File: config.mk
export PLATFORM = sky130hd
export DESIGN_NAME = mem_stage
export DESIGN_NICKNAME = d
export VERILOG_FILES = /design/src/rtl/mem_stage.sv
export SDC_FILE = /design/constraint.sdc
export NUM_CORES = 1
export LEC_CHECK = 0
export CAP_MARGIN = 20
export CORE_UTILIZATION = 40
export CTS_CLUSTER_DIAMETER = 200
export DETAILED_ROUTE_END_ITERATION = 8
export PLACE_DENSITY = 0.9
export SETUP_SLACK_MARGIN = 0.05
export SYNTH_ARGS = -nofsm -noshare
export SYNTH_HDL_FRONTEND = slang
export SYNTH_SLANG_ARGS = --single-unit
File: constraint.sdc
create_clock -name clk -period 2.4 [get_ports clk]
set_input_delay 0.24 -clock clk [delete_from_list [all_inputs] [get_ports clk]]
set_output_delay 0.24 -clock clk [all_outputs]
set_load 0.005 [all_outputs]
File: src/rtl/mem_stage.sv
// mem_stage: byte-serial load/store stage between EX/MEM and MEM/WB
module mem_stage (
    input  logic        clk,
    input  logic        rst,
    input  logic        rdy,
    input  logic [4:0]  w_addr_i,
    input  logic        w_req_i,
    input  logic [31:0] w_data_i,
    input  logic [31:0] mem_addr_i,
    input  logic [3:0]  op_i,
    output logic        mc_req,
    output logic        mc_we,
    output logic [31:0] mc_addr,
    output logic [7:0]  mc_wdata,
    input  logic [7:0]  mc_rdata,
    input  logic        mc_done,
    output logic        stall_req,
    output logic [4:0]  wb_addr,
    output logic        wb_req,
    output logic [31:0] wb_data
);
    localparam logic [1:0] IDLE = 2'd0, ACCESS = 2'd1, DONE = 2'd2;
    logic [1:0]  state, cnt;
    logic [31:0] data_buf;
    logic        is_load, is_store, is_mem, in_idle, in_access, in_done;
    logic [1:0]  last_cnt;
    logic [31:0] load_data;
    assign is_load   = op_i >= 4'd1 && op_i <= 4'd5;
    assign is_store  = op_i >= 4'd6 && op_i <= 4'd8;
    assign is_mem    = is_load || is_store;
    assign in_idle   = state == IDLE;
    assign in_access = state == ACCESS;
    assign in_done   = state == DONE;
    assign last_cnt  = (op_i == 4'd3 || op_i == 4'd8) ? 2'd3 :
                       (op_i == 4'd2 || op_i == 4'd5 || op_i == 4'd7) ? 2'd1 : 2'd0;
    assign load_data = op_i == 4'd1 ? {{24{data_buf[7]}}, data_buf[7:0]} :
                       op_i == 4'd2 ? {{16{data_buf[15]}}, data_buf[15:0]} :
                       op_i == 4'd4 ? {24'd0, data_buf[7:0]} :
                       op_i == 4'd5 ? {16'd0, data_buf[15:0]} : data_buf;
    assign mc_req    = in_access;
    assign mc_we     = in_access && is_store;
    assign mc_addr   = mem_addr_i + {30'd0, cnt};
    assign mc_wdata  = w_data_i[{cnt, 3'b000} +: 8];
    assign stall_req = in_access || (in_idle && is_mem);
    assign wb_addr   = w_addr_i;
    assign wb_req    = in_idle ? (!is_mem && w_req_i) : (in_done && is_load && w_req_i);
    assign wb_data   = in_idle ? (is_mem ? 32'd0 : w_data_i) : (in_done && is_load) ? load_data : 32'd0;
    // sequence one byte handshake per access; DONE always returns to IDLE so an op still held never restarts
    always_ff @(posedge clk or negedge rst) begin
        if (!rst) begin
            state    <= IDLE;
            cnt      <= 2'd0;
            data_buf <= 32'd0;
        end else if (rdy) begin
            if (in_idle && is_mem) begin
                state    <= ACCESS;
                cnt      <= 2'd0;
                data_buf <= 32'd0;
            end else if (in_access && mc_done) begin
                if (is_load) data_buf[{cnt, 3'b000} +: 8] <= mc_rdata;
                if (cnt == last_cnt) state <= DONE;
                else cnt <= cnt + 2'd1;
            end else if (!in_idle && !in_access) begin
                state <= IDLE;
            end
        end
    end
endmodule

==> impl_metrics.py, run 1 <==
metrics = {
    "detailed_routing": {
        "routed_wirelength_um": 14700,
        "first_iter_violations": 373,
        "post-route-drc-count": 0,
        "detail_route.first_pass.iterations": 7,
        "route.detailed.wl_per_inst_um": 21.9,
        "final_antenna_net_count": 0,
        "viasPerCell": 6.26,
        "detailroute.via_count": 4202,
    },
    "global_routing": {
        "grt_first_pass_wirelength_um": 21300,
        "grt_use_total": 0.360,
        "grt_pass1_vias": 4081,
        "antenna_found_initial": 0,
        "grt_remaining_overflow": 0,
        "grt_max_degree": 37,
    },
    "yosys": {
        "synth.distinct_cells": 52,
        "syn_nets": 442,
        "synth_async_sr_flop_share": 1.00,
        "yosys_warnings": 0,
        "synth.yosys.seq_area_share": 0.297,
        "synthFlopType": "dfrtp_1",
        "synthesis.area_per_instance_um2": 8.70,
        "syn-instance-count": 349,
        "number_of_synthesized_flops_with_an_enable_pin": 0,
        "synth-seq-cells": 36,
        "post_synth_instance_area_mm2": 0.00304,
    },
    "cells_and_area": {
        "final_core_util": 0.735,
        "layoutNonFillerInstCount": 671,
        "postLayoutCellArea_mm2": 0.00536,
        "syn_to_final_growth_pct": 76.5,
        "final_nets": 664,
        "post_route_cells_drive_above_1_share": 0.334,
        "diodes": 0,
    },
    "power": {
        "comb_power_share": 0.627,
        "power_density_over_cell_area_mw_per_mm2": 624,
        "power_leakage_nw": 2.41,
        "p_int_mw": 2.04,
        "ir_worst_vdd_mv": 0.282,
        "switching_share": 0.390,
        "clockPowerShare": 0.133,
        "power.share.sequential": 0.240,
        "post-layout-total-power_mw": 3.34,
        "power_switching_mw": 1.30,
    },
    "run": {
        "cap_violations": 0,
    },
    "floorplan": {
        "die-height_um": 89.1,
        "std_cell_rows": 31,
        "design.portCount": 167,
        "floorplan.initialDensity": 0.416,
        "die_width_um": 89.1,
        "floorplan.die_area_mm2": 0.00794,
        "floorplan.core_area_mm2": 0.00729,
    },
    "worst_setup_path": {
        "crit_slowest_cell": "dfrtp_1",
        "worst-path-max-fanout": 6,
        "cpPeakStageDelay_ns": 0.42,
        "cp_top_family": "simple AND/OR/NAND/NOR gates",
        "worstSetupStartpointType": "flop",
        "path_cells": "ha_4 -> fa_2 -> and3_4 -> and3_4 -> and2_4 -> buf_6 -> nand2_4 -> xnor2_2 -> buf_2",
        "worstSetupStartpoint": "cnt[0]$_DFFE_PN0P_",
        "worstPathArrival_ns": 2.26,
        "critPathMostFrequentCell": "and3_4",
        "timing.critical_path.required_ns": 2.16,
        "worstPathBufferInverterCount": 2,
        "worstReg2RegStart": "cnt[0]$_DFFE_PN0P_",
        "critPathKind": "flop to output port",
        "critPathCaptureType": "output port",
    },
    "place": {
        "detailedPlacementHpwl_um": 9450,
        "port-buffer-count": 156,
        "gp_congestion": 0.934,
        "total_instance_count_after_detailed_placement": 641,
        "detailed_place.area_mm2": 0.00508,
    },
    "sta": {
        "hold_violations": 0,
        "timing.final.crit_share": 1.04,
        "worst_slack_ns": -0.0956,
        "final_max_slew_viol_count": 0,
        "grt_setup_unrepaired": "true",
        "fin_hold_ws_ns": 0.358,
        "post-route-min-period_ns": 2.50,
        "clock_skew_ns": 0.0175,
        "finalSetupViolations": 6,
        "max_freq_mhz": 401,
        "slew-limit-headroom": 0.639,
        "worst-slew-pin-transition_ns": 0.540,
    },
    "worst_hold_path": {
        "timing.hold.worst.class": "primary input to async pin",
    },
    "run_status": {
        "run_status": "finished with violations",
        "violations": "negative setup slack",
    },
    "clock_tree": {
        "tritoncts.num_buffers": 5,
        "clock_path_buffers": 2,
        "cts_tree": "built",
        "clock-root-buffer": "clkbuf_8",
        "clock_latency_ns": 0.30,
        "clock_sink_count": 36,
        "h-tree-depth": 2,
        "cts.reportedPaths.clkPinSlew_ns": 0.09,
    },
}
## state kept, by name, indices dropped and copies added (netlist names)
register / count
state: 2
data_buf: 32
cnt: 2
## cell usage after synthesis (all sizes together), types with 7 or more instances
master | n | area [um2]
a21oi | 29 | 145
a22o | 39 | 342
buf | 12 | 77.6
clkbuf | 12 | 45.0
dfrtp | 36 | 901
inv | 7 | 26.3
mux4 | 8 | 180
nand2 | 45 | 169
nand3 | 12 | 65.1
nand4 | 10 | 75.1
nor2 | 15 | 58.8
o21ai | 30 | 150
xnor2 | 22 | 193
xor2 | 9 | 78.8
## worst register-to-register path: stages, from the launching register on
cell and delay, ns:
dfrtp_1 0.41, buf_4 0.31, inv_1 0.12, ha_1 0.26, nor4b_2 0.27, buf_4 0.15, nand4_2 0.15, nor3b_4 0.26
buf_6 0.15, a22o_1 0.13
## per-layer routing
layer | vias to the layer above | share of wire | global-route usage | wire (um)
met2 | 349 | 0.49 | 0.611 | 7160
met3 | 110 | 0.099 | 0.0970 | 1460
met1 | 2006 | 0.35 | 0.418 | 5170
li1 | 1737 | - | - | -
met4 | 0 | 0.062 | 0.185 | 917
met5 | - | 0 | 0 | 0
## final timing paths
path / to / depth (start not counted) / slack [ns]
worst min-delay path: data_buf[1]$_DFFE_PN0P_ / 2 / 0.36
worst min register to register: data_buf[21]$_DFFE_PN0P_ / 1 / 0.51
worst max register to register: data_buf[24]$_DFFE_PN0P_ / 9 / 0.12
min in group clk: wb_addr[0] / 0 / 0.48
max in group asynchronous: cnt[1]$_DFFE_PN0P_ / 2 / 1.68
worst max-delay path: mc_addr[24] / 9 / -0.1
## power by group through the flow
stage | Combinational [mW] | Sequential (mW) | Clock, mW
floorplan | 0.832 | 0.783 | 0
global placement | 1.75 | 0.788 | 0
detailed placement | 1.82 | 0.794 | 0
CTS | 1.96 | 0.789 | 0.440
global route | 2.22 | 0.810 | 0.472
finish | 2.10 | 0.802 | 0.446
## cells by family (layout without fill, tap and decap cells)
family	count (synthesis)	after routing	share of synthesized area
xor gates and xnor gates	31	31	0.0894
muxes	8	8	0.0593
adders and majority gates	7	7	0.0313
AOI/OAI and AO/OA	114	114	0.254
and+or+nand+nor	122	122	0.220
buffers and inverters	31	254	0.0490
DFF	36	36	0.297
## placed cells by master (no fill, tap or decap), types with 2 or more instances in the layout
master and instances:
clkdlybuf4s50_1 87, buf_4 71, nand2_1 41, a22o_1 39, dfrtp_1 35, a21oi_1 27, buf_2 24, o21ai_0 22
dlygate4sd2_1 22, clkbuf_2 22, xnor2_1 15, nor2_1 12, xor2_1 9, mux4_2 8, nand4_1 8, buf_6 8
nand3_1 7, xnor2_2 7, o21ai_1 7, inv_1 6, nand3b_1 5, clkbuf_8 5, and3_1 4, nand3_2 4
ha_1 4, and4_1 3, nand2_4 3, nor3_2 3, and3b_1 3, o211ai_1 3, a21bo_2 3, buf_12 3
nor2_4 2, and3_4 2, and2_4 2, nand2b_1 2, or3_1 2, nor3b_1 2, or4_1 2, ha_4 2
## area by class of cell
cell class	count	area, um2
Timing Repair Buffer	239	2000
Clock buffer	6	72.6
Inverter	7	26.3
Fill cell	476	1930
Sequential cell	36	902
Clock inverter	2	16.3
Multi-Input combinational cell	282	2220
Tap cell	99	124
## per-stage QoR
step / setup TNS [ns] / worst slack, ns
after detailed placement: -22.64 / -0.614
after global placement: -17.28 / -0.527
final: -0.245 / -0.0956
after CTS: -0.0853 / -0.0551
after global routing: -1.01 / -0.142
after floorplan: 0 / 0.175
## timing repair
action	CTS	global route
gates resized for setup	173	77
setup endpoints to repair	64	62
pin swaps	19	18
hold buffers	0	0
setup buffers	17	5
cloned	1	0
Note: power is estimated with default switching activity, not from simulation.
==> run 2, diff against run 1 <==
--- a/config.mk
+++ b/config.mk
@@ -5,7 +5,6 @@
 export SDC_FILE = /design/constraint.sdc
 export NUM_CORES = 1
 export LEC_CHECK = 0
-export CAP_MARGIN = 20
 export CORE_UTILIZATION = 40
 export CTS_CLUSTER_DIAMETER = 200
 export DETAILED_ROUTE_END_ITERATION = 8
==> results of run 2 <==
The final DEF is identical to that of run 1; final timing and power are the same.
